File: src/rtl/btn_pkg.sv
// Shared constants and helpers for the button-driven hex digit controller.
package btn_pkg;

    // 10 ms stability window at 100 MHz
    localparam int unsigned DEB_CYCLES_DEFAULT = 1_000_000;
    localparam int unsigned NUM_DIGITS         = 4;
    localparam int unsigned DIGIT_W            = 4;

    // One modulo-16 step of a hex digit; dec=1 steps down, wrapping 0 -> F.
    function automatic logic [DIGIT_W-1:0] digit_step(input logic [DIGIT_W-1:0] d,
                                                      input logic               dec);
        return dec ? d - 1'b1 : d + 1'b1;
    endfunction

endpackage

File: src/rtl/btn_debounce.sv
// One-button conditioner: 2-flop synchronizer, stability counter, debounced
// level and a registered one-cycle strobe on each debounced rising edge.
module btn_debounce #(
    parameter int unsigned DebCycles = 4
) (
    input  logic clk_i,
    input  logic rst_ni,
    input  logic btn_i,
    output logic rise_o,
    output logic pulse_o
);

    localparam int unsigned     CntW   = (DebCycles > 1) ? $clog2(DebCycles) : 1;
    localparam logic [CntW-1:0] CntMax = CntW'(DebCycles - 1);

    logic            sync1_q, sync2_q;
    logic [CntW-1:0] cnt_q, cnt_d;
    logic            deb_q, deb_d;
    logic            deb_prev_q;
    logic            pulse_q;

    // Count consecutive cycles the synchronized input disagrees with deb; flip on the last one.
    always_comb begin
        cnt_d = '0;
        deb_d = deb_q;
        if (sync2_q != deb_q) begin
            if (cnt_q == CntMax) begin
                deb_d = ~deb_q;
            end else begin
                cnt_d = cnt_q + 1'b1;
            end
        end
    end

    // Debounced rising edge, seen one cycle after deb goes high.
    assign rise_o = deb_q & ~deb_prev_q;

    // Synchronizer, counter, debounced level and strobe registers.
    always_ff @(posedge clk_i) begin
        if (!rst_ni) begin
            sync1_q    <= 1'b0;
            sync2_q    <= 1'b0;
            cnt_q      <= '0;
            deb_q      <= 1'b0;
            deb_prev_q <= 1'b0;
            pulse_q    <= 1'b0;
        end else begin
            sync1_q    <= btn_i;
            sync2_q    <= sync1_q;
            cnt_q      <= cnt_d;
            deb_q      <= deb_d;
            deb_prev_q <= deb_q;
            pulse_q    <= rise_o;
        end
    end

    assign pulse_o = pulse_q;

endmodule

File: src/rtl/btn_digit_ctrl.sv
// Four debounced buttons each step one hex digit up or down; SW[1] clears all.
module btn_digit_ctrl
    import btn_pkg::*;
#(
    parameter int unsigned DEB_CYCLES = DEB_CYCLES_DEFAULT
) (
    input  logic                          clk,
    input  logic                          rst_n,
    input  logic [NUM_DIGITS-1:0]         btn,
    input  logic [7:0]                    SW,
    output logic [NUM_DIGITS*DIGIT_W-1:0] num,
    output logic [NUM_DIGITS-1:0]         btn_pulse,
    output logic                          BTNX4
);

    logic [NUM_DIGITS-1:0]         rise;
    logic [NUM_DIGITS*DIGIT_W-1:0] num_q, num_d;
    logic                          unused_sw;

    assign unused_sw = ^SW[7:2];

    for (genvar g = 0; g < NUM_DIGITS; g++) begin : gen_deb
        btn_debounce #(
            .DebCycles(DEB_CYCLES)
        ) u_deb (
            .clk_i  (clk),
            .rst_ni (rst_n),
            .btn_i  (btn[g]),
            .rise_o (rise[g]),
            .pulse_o(btn_pulse[g])
        );
    end

    // Step every pressed digit on the strobe edge; clear switch overrides presses.
    always_comb begin
        num_d = num_q;
        for (int i = 0; i < int'(NUM_DIGITS); i++) begin
            if (rise[i]) begin
                num_d[i*DIGIT_W +: DIGIT_W] = digit_step(num_q[i*DIGIT_W +: DIGIT_W], SW[0]);
            end
        end
        if (SW[1]) begin
            num_d = '0;
        end
    end

    // Digit register.
    always_ff @(posedge clk) begin
        if (!rst_n) begin
            num_q <= '0;
        end else begin
            num_q <= num_d;
        end
    end

    assign num   = num_q;
    assign BTNX4 = 1'b0;

endmodule

File: config.mk
export PLATFORM = sky130hd
export DESIGN_NAME = btn_digit_ctrl
export DESIGN_NICKNAME = d
export VERILOG_FILES = /design/src/rtl/btn_pkg.sv /design/src/rtl/btn_debounce.sv /design/src/rtl/btn_digit_ctrl.sv
export SDC_FILE = /design/constraint.sdc
export NUM_CORES = 1
export LEC_CHECK = 0
export ABC_AREA = 1
export ABC_CLOCK_PERIOD_IN_PS = 3700
export CORE_UTILIZATION = 30
export CTS_BUF_LIST = sky130_fd_sc_hd__clkbuf_4
export DETAILED_ROUTE_END_ITERATION = 7
export PLACE_DENSITY = 0.47
export SLEW_MARGIN = 10
export SYNTH_ARGS = -nofsm -noshare
export SYNTH_HDL_FRONTEND = slang
export SYNTH_SLANG_ARGS = --single-unit
File: constraint.sdc
create_clock -name clk -period 3.7 [get_ports clk]
set_clock_uncertainty 0.15 [all_clocks]
set_input_delay 0.555 -clock clk [delete_from_list [all_inputs] [get_ports clk]]
set_output_delay 0.555 -clock clk [all_outputs]
set_load 0.03 [all_outputs]
# [Word level (Yosys, flattened, before mapping)]
# Index checks and enable logic that the tools add are counted.
[word_totals] reg_bits=116 elab_cells=78
[classes] add_sub_neg=12 eq_ne=8 n_mux=4 bitwise=17 reduce_logical=9
[op_table] op="$add A20 B1 Y20 const B" count=4
[op_table] op="$eq A20 B20 Y1 const B" count=4
[op_table] op="$add A4 B1 Y4 const B" count=4
[op_table] op="$mux W4" count=4
[op_table] op="$sub A4 B1 Y4 const B" count=4
[op_table] op="$not A1 Y1" count=13
[op_table] op="$reduce_or A3 Y1" count=4
[op_table] op="$reduce_and A2 Y1" count=4
[op_table] op="$and A1 B1 Y1" count=4
[op_table] op="$ne A1 B1 Y1" count=4
[op_table] op="$reduce_or A2 Y1" count=1

# [Logic depth before layout (Yosys ltp)]
# Gate-level depths: netlist of run 1.
[logic_depth] depth_word=3 ltp_mapped=9 mapped_depth_nobuf=9

# [By module]
# From an unflattened synthesis of run 1, not the netlist that was laid out.
[hier_totals] cells_unflattened=814 hier_area_um2=5715.5
[by_module_without_submodules] mod="btn_debounce" instances=4 cells_each=166 area_each_um2=1167.4 seq_area_each_um2=500.5
[by_module_without_submodules] mod="btn_digit_ctrl" instances=1 cells_each=150 area_each_um2=1046.0 seq_area_each_um2=320.3

# [Worst setup path before layout of run 1]
# OpenSTA, ideal clock, no wires.
[synth_path] path_kind="input -> register" start="input SW[0]" end="register num_q[14] (netlist: num[14])" setup_time_ns=0.070 t_arrival_ns=1.557 required_ns=3.480 setup_slack_ns=1.923 cell_stages=5 path_cell_list="buf_2 inv_1 fa_1 xor2_1 a21oi_1"
[synth_via] elab_chain_cells=1
[synth_rtl] item="start: declaration" line="btn_digit_ctrl.sv:10" source="input logic [7:0] SW,"
[synth_rtl] item="$mux W4" line="btn_pkg.sv:12" source="return dec ? d - 1'b1 : d + 1'b1;"
[synth_rtl] item="end signal: assignment" line="btn_digit_ctrl.sv:52" source="num_q <= num_d;"
[synth_rtl] item="end: declaration" line="btn_digit_ctrl.sv:17" source="logic [NUM_DIGITS*DIGIT_W-1:0] num_q, num_d;"
# No other way between the ends.
# A chain may end at the register's enable or synchronous reset.

# [Final worst setup path of run 1]
[layout_path] start="register num_q[3] (netlist: num[3])" end="output num[3]"
[layout_lines] item="end: declaration" line="btn_digit_ctrl.sv:11" source="output logic [NUM_DIGITS*DIGIT_W-1:0] num,"
# No word-level cell between the ends.

==> reports/qor.csv, run 1 <==
stage;metric;value;unit
run_status;outcome;complete, no violations;
critical_path;CP startpoint kind;flip-flop;
logic_synthesis;ys flop type;dfxtp_1;
clock_tree;# H-tree levels;4;
routing;drt initial violations;184;
die;Die Height;141;µm
logic_synthesis;Syn Nets;865;
logic_synthesis;Cells after Synth;835;
critical_path;Req. time, crit path;2.99;ns
critical_path;kind of cell adding the most delay to the critical path;buffers and inverters;
logic_synthesis;Cell Area, Synth;0.00581;mm²
timing;f_max;433;MHz
critical_path;kind of critical path;flip-flop to primary output;
critical_path;Critical Path, Cell by Cell;clkdlybuf4s50_1;
worst_hold_path;worst min path class;flip-flop to flip-flop;
clock_tree;cts repair resizes;0;
routing;via count;4773;
die;row count;50;
worst_hold_path;hold_sp;gen_deb[2].u_deb.deb_prev_q;
clock_tree;hold buffer count at cts;0;
logic_synthesis;register area share after synthesis;40.0;%
timing;max-slew violation count;0;
clock_tree;setup bufs post-CTS;0;
timing;min Tclk post-route;2.31;ns
clock_tree;clock buffer depth;2;
logic_synthesis;post-synthesis average cell area;6.96;µm²
place;IO Port Bufs;27;
die;CORE AREA;0.0188;mm²
timing;Period Utilization, post-route;62.5;%
place;Placed Cells incl. Taps;1110;
critical_path;R2R depth;8;
critical_path;slowest CP cell;clkdlybuf4s50_1;
final_layout;Layout area overhead;12.3;%
die;Starting Density;30.8;%
power;P_leak;2.29;nW
global_route;largest net degree at the start of global routing;21;
final_layout;share of layout cells above drive strength 1;7.17;%
power;PD cells;320;mW/mm²
global_route;vias in the first global route;4512;
routing;Highest Signal Layer;met4;
logic_synthesis;most common cell in the netlist;nand2_1;
critical_path;flop2flop setup slack;1.64;ns
clock_tree;CTS clock-pin slew for the worst setup and hold paths;0.10;ns
critical_path;critical path fanouts, max;3;
clock_tree;CTS tree;built;
routing;met2 routed WL;5.22;mm
power;maximum VDD drop;0.000145;V
clock_tree;CTS sink count;116;
job;MaxCap Viol Count;0;
routing;drt total wl;11.8;mm
global_route;first-pass GRT wire length;20.3;mm
timing;WHS;0.263;ns
critical_path;RR Endpoint;gen_deb[2].u_deb.cnt_q[18];
clock_tree;root buffer cell;clkbuf_4;
logic_synthesis;ys async rst share;0;%
power;overall power;2.09;mW
global_route;initial antenna violation count;0;
routing;met3 wire length;309;µm
logic_synthesis;synth top area cells;dfxtp_1, nand2_1, nor2_1;
die;# IOs;35;
routing;Pre-antenna DRT Iters;4;
routing;met1 WL;6.13;mm
clock_tree;Clk Latency, worst-skew pair;0.51;ns
logic_synthesis;Yosys warning count;0;
routing;WL/cell;10.3;µm
final_layout;fin nets;899;
final_layout;non-filler cells, final;1139;
routing;DR vias/cell;4.19;
logic_synthesis;Yosys top cell by area;dfxtp_1;
global_route;gr usage total;12.8;%
global_route;global route overflow;0;
logic_synthesis;Synth top cells by count;nand2_1, nor2_1, dfxtp_1;
die;Die X;141;µm
clock_tree;CTS Buf Count;17;
critical_path;worst path arrival time;1.61;ns
logic_synthesis;Synth top area share;40.0;%
place;dpl hpwl;8.80;mm
logic_synthesis;#FFs+latches synth;116;
timing;worst rel slew slack;51.0;%
final_layout;Fillers;2036;
critical_path;Max stage delay on crit path;0.70;ns
logic_synthesis;number of synthesized flops with an enable pin;0;
die;die footprint;0.0199;mm²
critical_path;Buf+Inv Stages, Crit Path;1;
final_layout;Inserted Diodes;0;
timing;unrepaired setup endpoints after global routing;no;
routing;DRC viols;0;
logic_synthesis;Yosys cell types;32;
critical_path;Worst setup EP type;primary output;
worst_hold_path;Hold Crit Endpoint;gen_deb[2].u_deb.pulse_o;
timing;measured slew at the worst slew-check pin;0.733;ns
worst_hold_path;hold path cells;1;
critical_path;reg2reg start;gen_deb[2].u_deb.cnt_q[0];
timing;Setup TNS;0;ns
timing;Fin. Hold Viols;0;
timing;Final Setup Violations;0;
routing;antenna-violating nets left;0;
final_layout;final design utilization;34.6;%
place;Final GP Congestion;0.807;
-- metal layers --
| layer | track usage [%] | vias up |
|---|---|---|
| met3 | 3.94 | 9 |
| li1 | - | 2647 |
| met1 | 16.1 | 2083 |
| met2 | 20.7 | 34 |
| met5 | 0 | - |
| met4 | 4.41 | 0 |
-- power by group --
| group | internal, mW | total, mW | switching, mW | leakage, nW |
|---|---|---|---|---|
| registers | 1.25 | 1.26 | 0.00227 | 0.936 |
| logic | 0.0212 | 0.0545 | 0.0333 | 1.22 |
| clock network | 0.332 | 0.779 | 0.447 | 0.130 |
-- sequential cells by signal, summed over array words and instances, names as in the netlist --
name,count
gen_deb.u_deb.sync2_q,4
gen_deb.u_deb.cnt_q,80
gen_deb.u_deb.deb_prev_q,4
num,16
gen_deb.u_deb.deb_q,4
gen_deb.u_deb.pulse_o,4
gen_deb.u_deb.sync1_q,4
-- cells by family after synthesis --
family / count (synthesis) / share of synthesized area [%]
AOI/OAI and AO/OA: 71 / 6.61
adders and majority gates: 16 / 3.96
DFF: 116 / 40.0
and+or+nand+nor: 472 / 34.7
xor gates and xnor gates: 39 / 5.88
buffers and inverters: 120 / 8.83
other: 1 / 0.0646
-- worst register-to-register path, delay by kind of cell (launching register included) --
kind | cells | cell delay (ns)
adders and majority gates | 1 | 0.17
DFF | 1 | 0.37
and+or+nand+nor | 7 | 1.24
-- cell usage in the layout, fill, tap and decap left out, types with 3 or more instances in the layout --
| cell | synthesis | routed |
|---|---|---|
| and2_1 | 3 | 3 |
| o21ai_0 | 22 | 22 |
| dfxtp_1 | 116 | 116 |
| or2_2 | 8 | 8 |
| nor3_1 | 5 | 5 |
| fa_1 | 4 | 4 |
| a21oi_1 | 43 | 43 |
| clkinv_2 | 0 | 5 |
| o21bai_1 | 3 | 3 |
| clkdlybuf4s50_1 | 0 | 27 |
| ha_1 | 12 | 12 |
| xor2_1 | 24 | 24 |
| nand4_1 | 11 | 11 |
| nor2_2 | 9 | 9 |
| clkinv_1 | 0 | 3 |
| xnor2_1 | 15 | 15 |
| nand3_1 | 53 | 53 |
| clkbuf_4 | 0 | 20 |
| nand2_2 | 5 | 5 |
| nand2_1 | 206 | 206 |
| nor2_4 | 6 | 6 |
| nor2_1 | 159 | 159 |
| inv_1 | 105 | 105 |
-- worst max-delay path by stage --
stage           start      end  cells after the start
4_1_cts        num[1]   num[1]                      1
6_report       num[3]   num[3]                      1
3_3_place_gp    SW[0]  num[15]                      9
3_5_place_dp    SW[0]  num[15]                      9
2_1_floorplan   SW[0]  num[14]                      5
5_1_grt        num[1]   num[1]                      1
-- through the flow --
stage / setup WS (ns) / instance area [µm²]
2_1_floorplan: 1.92 / 5810
3_3_place_gp: 1.05 / 6300
3_5_place_dp: 1.05 / 6300
4_1_cts: 1.30 / 6520
5_1_grt: 1.26 / 6520
6_report: 1.39 / 6520
-- cell type report --
cell class / instances / area, µm² / area share, %
multi-input cells: 599 / 2970 / 45.6
flip-flops and latches: 116 / 2320 / 35.6
inverters: 106 / 398 / 6.10
well taps: 260 / 325 / 4.99
repair buffers: 29 / 285 / 4.38
clock buffers: 20 / 150 / 2.30
clock inverters: 9 / 66.3 / 1.02
No activity file was read; power rests on OpenSTA's default activity.
==> inputs of run 2 (changes only) <==
Settings changed: ABC_CLOCK_PERIOD_IN_PS 3700 to 2000, PLACE_DENSITY 0.47 to 0.49.
Clock period 3.7 ns to 2 ns, I/O delays scaled along.
==> reports/qor.csv, run 2 (synthesized netlist as in run 1, its figures left out) <==
stage;metric;value;unit
run_status;outcome;complete, no violations;
critical_path;Critical Path, Cell by Cell;dlygate4sd2_1;
timing;f_max;551;MHz
clock_tree;CTS sink count;116;
power;PD cells;662;mW/mm²
routing;drt initial violations;212;
place;Final GP Congestion;0.778;
global_route;global route overflow;0;
routing;WL/cell;10.4;µm
final_layout;Fillers;2046;
critical_path;R2R depth;6;
final_layout;share of layout cells above drive strength 1;8.62;%
final_layout;commonest non-fill, non-tap cell in the layout;nand2_1;
timing;max-slew violation count;0;
final_layout;final design utilization;35.6;%
final_layout;register area;0.00232;mm²
final_layout;fin nets;911;
timing;Fin. Hold Viols;0;
place;dpl hpwl;8.95;mm
die;Die Height;141;µm
routing;drt total wl;12.0;mm
critical_path;Req. time, crit path;1.55;ns
global_route;largest net degree at the start of global routing;21;
timing;Final Setup Violations;0;
global_route;vias in the first global route;4595;
final_layout;area of the multi-input gates;0.00297;mm²
die;# IOs;35;
routing;DRC viols;0;
final_layout;Most flops, register;gen_deb.u_deb.cnt_q;
timing;Period Utilization, post-route;90.7;%
routing;DR vias/cell;4.20;
worst_hold_path;hold path cells;3;
clock_tree;setup bufs post-CTS;0;
die;CORE AREA;0.0188;mm²
critical_path;RR Endpoint;gen_deb[3].u_deb.cnt_q[7];
power;P_leak;2.50;nW
worst_hold_path;worst min path class;input pin to flip-flop;
timing;unrepaired setup endpoints after global routing;no;
clock_tree;# H-tree levels;4;
die;die footprint;0.0199;mm²
worst_hold_path;Hold Crit Endpoint;gen_deb[1].u_deb.sync1_q;
critical_path;kind of cell adding the most delay to the critical path;flip-flops;
clock_tree;root buffer cell;clkbuf_4;
critical_path;kind of critical path;flip-flop to primary output;
global_route;gr usage total;13.4;%
critical_path;reg2reg start;gen_deb[3].u_deb.cnt_q[0];
clock_tree;CTS clock-pin slew for the worst setup and hold paths;0.10;ns
clock_tree;CTS tree;built;
critical_path;Max stage delay on crit path;0.42;ns
clock_tree;clock buffer depth;2;
critical_path;CP startpoint kind;flip-flop;
routing;Pre-antenna DRT Iters;4;
final_layout;max reg flops;80;
routing;antenna-violating nets left;0;
final_layout;non-filler cells, final;1153;
die;Die X;141;µm
place;IO Port Bufs;27;
final_layout;most frequent cells in the layout;nand2_1, nor2_1, dfxtp_1;
final_layout;Inserted Diodes;0;
die;row count;50;
critical_path;slowest CP cell;dfxtp_1;
critical_path;Worst setup EP type;primary output;
critical_path;worst path arrival time;1.36;ns
clock_tree;CTS Buf Count;17;
routing;via count;4843;
place;Placed Cells incl. Taps;1122;
power;maximum VDD drop;0.000256;V
critical_path;critical path fanouts, max;4;
critical_path;flop2flop setup slack;0.24;ns
global_route;initial antenna violation count;0;
die;Starting Density;30.8;%
job;MaxCap Viol Count;0;
timing;min Tclk post-route;1.81;ns
clock_tree;Clk Latency, worst-skew pair;0.52;ns
worst_hold_path;hold_sp;btn[1];
critical_path;Buf+Inv Stages, Crit Path;1;
global_route;first-pass GRT wire length;21.3;mm
final_layout;Layout area overhead;15.4;%
-- run 2: cell types whose count changed in the layout (fill, tap and decap cells not counted), moves of 2 or more --
cell             delta
clkdlybuf4s50_1    -20
buf_4              +11
clkbuf_4            -2
bufinv_16           +4
dlygate4sd2_1      +20
-- run 2: worst max-delay path by stage --
stage               slack [ns]                       from                          to  depth (start not counted)
floorplan                 0.39                     num[2]                      num[3]                          7
global placement         -0.07                      SW[0]                      num[3]                          9
detailed placement       -0.09                      SW[0]                      num[3]                          9
CTS                       0.12                     num[1]                      num[1]                          1
global route              0.04  gen_deb[2].u_deb.cnt_q[0]  gen_deb[2].u_deb.cnt_q[14]                          9
finish                    0.19                     num[1]                      num[1]                          1
-- run 2: routing by layer --
| layer | global-route usage (%) | vias up | routed length (µm) | share of wire [%] |
|---|---|---|---|---|
| met4 | 4.29 | 0 | 126 | 1.0 |
| met3 | 4.01 | 13 | 371 | 3.1 |
| met2 | 20.8 | 46 | 5190 | 43 |
| met5 | 0 | - | 0 | 0 |
| li1 | - | 2678 | - | - |
| met1 | 17.6 | 2106 | 6320 | 53 |
-- run 2: tightest hold or removal path, cell delays in order --
cell	delay [ns]
clkdlybuf4s50_1	0.39
nand2_1	0.06
inv_1	0.03
-- run 2: through the flow --
| stage | instance area (µm²) | TNS, ns | setup slack (ns) | hold slack (ns) | power [mW] |
|---|---|---|---|---|---|
| CTS | 6710 | 0 | 0.121 | 0.0899 | 4.53 |
| global route | 6710 | 0 | 0.0382 | 0.0834 | 4.66 |
| detailed placement | 6410 | -0.502 | -0.0863 | 0.250 | 2.50 |
| floorplan | 5810 | 0 | 0.391 | 0.234 | 2.45 |
| finish | 6710 | 0 | 0.186 | 0.145 | 4.44 |
| global placement | 6410 | -0.251 | -0.0659 | 0.250 | 2.50 |
-- run 2: power breakdown --
part	internal, mW	total, mW	switching, mW
clock network	1.10	2.00	0.893
logic	0.0533	0.119	0.0655
registers	2.32	2.32	0.00416
total	3.48	4.44	0.962
-- run 2: cell type report --
| type | instances | share of cell area [%] |
|---|---|---|
| clock buffer | 18 | 2.02 |
| clock inverter | 13 | 2.82 |
| inverter | 106 | 5.93 |
| multi-input combinational | 599 | 44.3 |
| sequential | 116 | 34.6 |
| tap | 260 | 4.85 |
| timing repair buffer | 41 | 5.41 |
-- run 2: timing repair --
item                                   4_1_cts  5_1_grt
endpoints found under the hold margin        0        0
setup endpoints to repair                   20        0
resized for setup                           20        0
hold buffers                                 0        0
==> inputs of run 3 (changes only) <==
Settings changed: RECOVER_POWER from default to 50.
==> reports/qor.csv, run 3 (synthesized netlist as in run 1, its figures left out) <==
stage;metric;value;unit
clock_tree;setup bufs post-CTS;0;
routing;WL/cell;10.4;µm
clock_tree;# H-tree levels;4;
final_layout;Most flops, register;gen_deb.u_deb.cnt_q;
die;die footprint;0.0199;mm²
critical_path;Req. time, crit path;1.55;ns
timing;unrepaired setup endpoints after global routing;no;
critical_path;flop2flop setup slack;0.19;ns
clock_tree;CTS tree;built;
worst_hold_path;Hold Crit Endpoint;gen_deb[1].u_deb.sync1_q;
place;IO Port Bufs;27;
critical_path;CP startpoint kind;flip-flop;
final_layout;max reg flops;80;
die;Die X;141;µm
global_route;vias in the first global route;4595;
timing;measured slew at the worst slew-check pin;0.562;ns
timing;Fin. Hold Viols;0;
timing;Setup TNS;0;ns
final_layout;commonest non-fill, non-tap cell in the layout;nand2_1;
die;# IOs;35;
routing;DR vias/cell;4.20;
final_layout;Inserted Diodes;0;
place;pre-CTS setup slack;-0.0863;ns
critical_path;Max stage delay on crit path;0.42;ns
die;CORE AREA;0.0188;mm²
critical_path;reg2reg start;gen_deb[1].u_deb.cnt_q[0];
clock_tree;CTS Buf Count;17;
clock_tree;clock buffer depth;2;
power;maximum VDD drop;0.000255;V
clock_tree;root buffer cell;clkbuf_4;
routing;antenna-violating nets left;0;
run_status;outcome;complete, no violations;
worst_hold_path;hold path cells;3;
critical_path;critical path fanouts, max;4;
final_layout;non-filler cells, final;1153;
final_layout;final design utilization;35.4;%
clock_tree;cts repair resizes;20;
place;Placed Cells incl. Taps;1122;
clock_tree;Clk Latency, worst-skew pair;0.52;ns
power;PD cells;665;mW/mm²
worst_hold_path;hold_sp;btn[1];
routing;DRC viols;0;
place;Final GP Congestion;0.778;
power;P_leak;2.48;nW
timing;Final Setup Violations;0;
timing;worst rel slew slack;62.5;%
final_layout;fin nets;911;
critical_path;slowest CP cell;dfxtp_1;
critical_path;kind of critical path;flip-flop to primary output;
routing;via count;4840;
clock_tree;CTS sink count;116;
worst_hold_path;worst min path class;input pin to flip-flop;
timing;min Tclk post-route;1.82;ns
routing;Pre-antenna DRT Iters;5;
power;overall power;4.43;mW
job;MaxCap Viol Count;0;
global_route;first-pass GRT wire length;21.3;mm
timing;max-slew violation count;0;
clock_tree;hold buffer count at cts;0;
global_route;gr usage total;13.4;%
timing;Period Utilization, post-route;90.8;%
clock_tree;CTS clock-pin slew for the worst setup and hold paths;0.10;ns
timing;f_max;551;MHz
global_route;initial antenna violation count;0;
critical_path;R2R depth;8;
global_route;largest net degree at the start of global routing;21;
global_route;global route overflow;0;
die;row count;50;
final_layout;share of layout cells above drive strength 1;7.73;%
critical_path;kind of cell adding the most delay to the critical path;flip-flops;
die;Starting Density;30.8;%
routing;drt total wl;12.0;mm
place;dpl hpwl;8.95;mm
routing;drt initial violations;216;
final_layout;Layout area overhead;14.9;%
die;Die Height;141;µm
critical_path;Buf+Inv Stages, Crit Path;1;
critical_path;worst path arrival time;1.37;ns
critical_path;Worst setup EP type;primary output;
timing;Final WS setup;0.184;ns
final_layout;most frequent cells in the layout;nand2_1, nor2_1, dfxtp_1;
critical_path;RR Endpoint;gen_deb[1].u_deb.cnt_q[2];
critical_path;Critical Path, Cell by Cell;dlygate4sd2_1;
critical_path;CP startpoint;num[1];
## run 3: worst max-delay path by stage
stage                                      endpoint  slack, ns  depth (start not counted)
after global placement                       num[3]      -0.07                          9
after CTS                                    num[1]       0.12                          1
after floorplan                              num[3]       0.39                          7
final                                        num[1]       0.18                          1
after global routing      gen_deb[1].u_deb.cnt_q[4]       0.03                          8
after detailed placement                     num[3]      -0.09                          9
## run 3: area by class of cell
type | count | area (µm²)
Tap cell | 260 | 325
Fill cell | 2055 | 12200
Timing Repair Buffer | 41 | 348
Clock buffer | 18 | 135
Inverter | 106 | 398
Sequential cell | 116 | 2320
Clock inverter | 13 | 189
Multi-Input combinational cell | 599 | 2960
## run 3: per-stage QoR
stage / hold slack (ns) / area (µm²)
final: 0.147 / 6670
after global routing: 0.0858 / 6670
after CTS: 0.0899 / 6710
after detailed placement: 0.250 / 6410
after global placement: 0.250 / 6410
after floorplan: 0.234 / 5810
## run 3: layer usage
layer | up-vias | part of all wire (%) | GRT usage [%]
met5 | - | 0 | 0
li1 | 2677 | - | -
met1 | 2101 | 53 | 17.6
met2 | 48 | 43 | 20.8
met4 | 0 | 0.90 | 4.29
met3 | 14 | 3.0 | 4.01
## run 3: where the power goes
group | internal [mW] | total (mW) | switching [mW]
logic | 0.0494 | 0.115 | 0.0651
registers | 2.32 | 2.32 | 0.00417
clock network | 1.10 | 2.00 | 0.894
==> patch 1 (config.mk and constraints of run 3) <==
Set the package constant `DIGIT_W` to 6 (it was 4).
--- a/src/rtl/btn_pkg.sv
+++ b/src/rtl/btn_pkg.sv
@@ -4,7 +4,7 @@
     // 10 ms stability window at 100 MHz
     localparam int unsigned DEB_CYCLES_DEFAULT = 1_000_000;
     localparam int unsigned NUM_DIGITS         = 4;
-    localparam int unsigned DIGIT_W            = 4;
+    localparam int unsigned DIGIT_W            = 6;
 
     // One modulo-16 step of a hex digit; dec=1 steps down, wrapping 0 -> F.
     function automatic logic [DIGIT_W-1:0] digit_step(input logic [DIGIT_W-1:0] d,
Interface: changed (resized num); port bits go from 35 to 43. The function was not compared with the original's and may differ.
==> patch 1 against run 3 <==
- count of clock-buffer cells in the layout grew 1
- sequential power rose by 7%
- combinational power rose by 23%
- power up 3.9%
- final area up 12%
- die area up 11%
- critical path depth did not move
- routed wire length rose by 13%
- worst hold slack worse by 5.6 ps
- worst setup slack worse by 33 ps
- synthesized area rose by 11%
- sequential cell count increased by 8
- critical path type unchanged
- largest power group unchanged
- highest routed layer unchanged
==> patch 1: results (changes against run 3) <==
Run status
  – Status: complete, no violations

Clock network
  – Clock latency on the worst-skew pair: 550 ps (+30 ps)
  – CTS clk-pin slew, worst paths: 130 ps (+30 ps)

STA
  – Min Hold Slack: 141 ps (-5.58 ps)

Routing
  – 1st-iter DRT viols: 259 (+20%)

Hold path
  – WHS Endpoint: gen_deb[0].u_deb.sync1_q
  – Hold Crit Start: btn[0]

Setup path
  – Crit path max-delay family: buffers and inverters
  – R2R Path Start: gen_deb[3].u_deb.cnt_q[0]
  – CP startpoint: num[19]
  – Register-to-register path setup slack: 240 ps (+50 ps)
  – Worst path max stage delay: 440 ps (+20 ps)

Yosys
  – Complex-gate fraction of the synthesized area: 0.0684 (+0.00229)
  – Post-synth top cells: nand2_1, nor2_1, dfxtp_1

Cells and area
  – Finished Core Util: 0.357 (+0.00253)
  – Invs w/o clock: 96 (-9.4%)
  – Clkbuf count: 19 (+1)
  – Clock-cell share: 0.0422 (-0.00637)
  – Share of layout cells above drive strength 1: 0.0875 (+0.0103)
  – Fin cells: 1,270 (+10%)
  – Non-clk buf share: 0.0722 (+0.0201)

Power
  – Switching Share: 0.231 (+0.0137)
  – Clock power share: 0.430 (-0.020)

Placement
  – Routability Congestion: 0.788 (+1.3%)
  – HPWL Detailed: 10.0 mm (+12%)

Global routing
  – Number of global-route vias before repair: 5,044 (+9.8%)
-- patch 1: what timing repair did --
action | CTS | global route
buffers inserted | 0 | 0
endpoints found under the setup margin | 28 | 0
resized for setup | 28 | 0
hold buffers | 0 | 0
-- patch 1: how the worst max path moves through the flow --
stage | endpoint | slack [ps]
floorplan | num[22] | 260
global placement | num[22] | -200
detailed placement | num[16] | -200
CTS | num[19] | 90
global route | gen_deb[3].u_deb.cnt_q[7] | 30
finish | num[19] | 150
-- patch 1: metal layers --
metal / up-vias / wire, µm / global-route usage
li1: 3025 / - / -
met4: 0 / 178 / 0.0402
met5: - / 0 / 0
met1: 2429 / 7090 / 0.178
met2: 50 / 5880 / 0.210
met3: 8 / 398 / 0.0353
-- patch 1: cells by family after synthesis --
kind of cell | after synthesis
AOI/OAI and AO/OA | 81
buffers and inverters | 117
adders and majority gates | 24
other | 1
xor gates and xnor gates | 44
and+or+nand+nor | 525
DFF | 124
==> patch 2 (flow settings as in run 3) <==
Without the edit above. Register the output `num` once more, with the module's reset; this adds one clock of latency there. The other outputs are not delayed to match.
--- a/src/rtl/btn_digit_ctrl.sv
+++ b/src/rtl/btn_digit_ctrl.sv
@@ -53,7 +53,13 @@
         end
     end
 
-    assign num   = num_q;
+    always_ff @(posedge clk) begin
+        if (!rst_n) begin
+            num <= '0;
+        end else begin
+            num <= num_q;
+        end
+    end
     assign BTNX4 = 1'b0;
 
 endmodule
Behaviour: same outputs for any inputs over 10 cycles, from zero or initial values and one cycle with rst_n low; that may be too few to reach the edited logic, so the function may still have changed.
==> patch 2 against run 3 <==
- power increased by 6.4%
- sequential share of layout area increased by 2.3 points
- global-route usage decreased by 0.97 points
- final area increased by 6.7%
- first-iteration DRC count decreased by 16%
- routed wire length decreased by 0.26%
- register-to-register slack improved by 30 ps
- die area increased by 7.1%
- worst setup slack improved by 31 ps
- core utilization decreased by 0.36 points
- fmax increased by 1.8%
- sequential cell count increased by 16
- sequential power increased by 14%
- synthesized area increased by 7.2%
- critical path type is now reg2reg
==> patch 2: results (changes against run 3) <==
Run status
  – Status: complete, no violations

Routing
  – Met1 wire length: 6.23 mm (-1.8%)
  – Top sig layer: met4
  – Met3 WL post-DR: 332 µm (-7.3%)
  – Pre-antenna DRT Iters: 4 (-1)
  – Met2 wire length: 5.29 mm (+1.6%)
  – 1st-iter DRT viols: 181 (-16%)
  – Via/cell ratio: 4.21 (+0.32%)
  – Wirelength, routed: 12.0 mm (-0.26%)

Cells and area
  – ANT cells: 0 (unchanged)
  – Filler instances: 2,217 (+7.9%)
  – Fin cells: 1,193 (+3.5%)
  – Largest register FFs: 80 (unchanged)
  – Share of layout cells above drive strength 1: 0.0823 (+0.00507)
  – Final #Nets: 940 (+3.2%)

Global routing
  – Number of global-route vias before repair: 4,765 (+3.7%)
  – Met3 Resource Use GR: 0.0356 (-0.00446)
  – Total track usage: 0.124 (-0.00971)
  – Met1 Use GR: 0.162 (-0.0140)
  – Met2 GRT Util: 0.197 (-0.0113)
  – Global-route wire length before repair: 21.6 mm (+1.2%)
  – Initial antenna violation count: 0 (unchanged)
  – Largest net degree at the start of global routing: 21 (unchanged)

Yosys
  – Syn. warnings: 0 (unchanged)
  – Syn Inst Count: 863 (+3.4%)
  – Post-synth top cells: nand2_1, nor2_1, dfxtp_1
  – Synth async-reset ratio: 0 (unchanged)
  – Post-synth cell types: 33 (+3.1%)
  – Register area share after synthesis: 0.424 (+0.0246)
  – Complex-gate fraction of the synthesized area: 0.0615 (-0.00464)
  – Synth Area in Adders: 0.0370 (-0.00266)
  – Post-synthesis mux area share: 0 (unchanged)
  – Syn_nets: 893 (+3.2%)
  – Largest cells by area after synthesis: dfxtp_1, nand2_1, nor2_1
  – Post-synth top flop: dfxtp_1
  – Post-synthesis xor/xnor area fraction: 0.0591 (+0.000273)

Clock network
  – Clock Path Buffers: 2 (unchanged)
  – H-tree Lvls: 4 (unchanged)
  – CTS clk-pin slew, worst paths: 110 ps
  – Root Buffer: clkbuf_4
  – Post-CTS setup buffers: 0 (unchanged)
  – Clock latency on the worst-skew pair: 540 ps (+20 ps)

Power
  – Seq power: 2.64 mW (+14%)
  – Clk. pwr: 1.95 mW (-3%)
  – Maximum VDD drop: 283 µV (+11%)
  – LEAKAGE: 2.74 nW (+11%)
  – Combinational power: 0.124 mW (+8%)
  – Switching Share: 0.219 (+0.00168)

Setup path
  – Worst Path Class, Setup: reg2reg
  – Worst-path fanout max: 18 (+14)
  – Worst path max stage delay: 430 ps
  – R2R Path Start: gen_deb[2].u_deb.cnt_q[0]
  – Critical path arrival: 2070 ps (+700 ps)

Placement
  – HPWL Detailed: 8.82 mm (-1.4%)
  – Routability Congestion: 0.823 (+5.8%)
  – Place WS: -206 ps (-120 ps)
  – Dpl cell area: 0.00687 mm² (+7.2%)
  – Port bufs: 27 (unchanged)

Hold path
  – Hold Crit Start: btn[3]
  – Worst hold path type: in2reg
-- patch 2: final timing paths --
check                          endpoint  slack, ps  cells past startpoint
max          gen_deb[2].u_deb.cnt_q[14]        220                      7
min            gen_deb[3].u_deb.sync1_q        120                      3
min reg2reg    gen_deb[0].u_deb.pulse_o        270                      1
max reg2reg  gen_deb[2].u_deb.cnt_q[14]        220                      7
-- patch 2: layout make-up --
cell class              instances  area [µm²]  area share
clock inverters                13         164      0.0230
multi-input cells             607        3040       0.427
repair buffers                 44         384      0.0540
well taps                     270         338      0.0475
clock buffers                  19         143      0.0200
inverters                     108         405      0.0569
flip-flops and latches        132        2640       0.371
-- patch 2: critical path: cells and delay by family, from the launching register on --
family	cells	cell delay, ps
buffers and inverters	1	160
flip-flops	1	430
AND/OR/NAND/NOR	4	670
AO/OA/AOI/OAI	1	50
adder cells (fa/ha/maj)	1	210
-- patch 2: repair_timing --
item	in CTS	in global routing
hold endpoints to repair	0	0
hold buffers	0	0
setup endpoints to repair	20	5
resized for setup	20	1
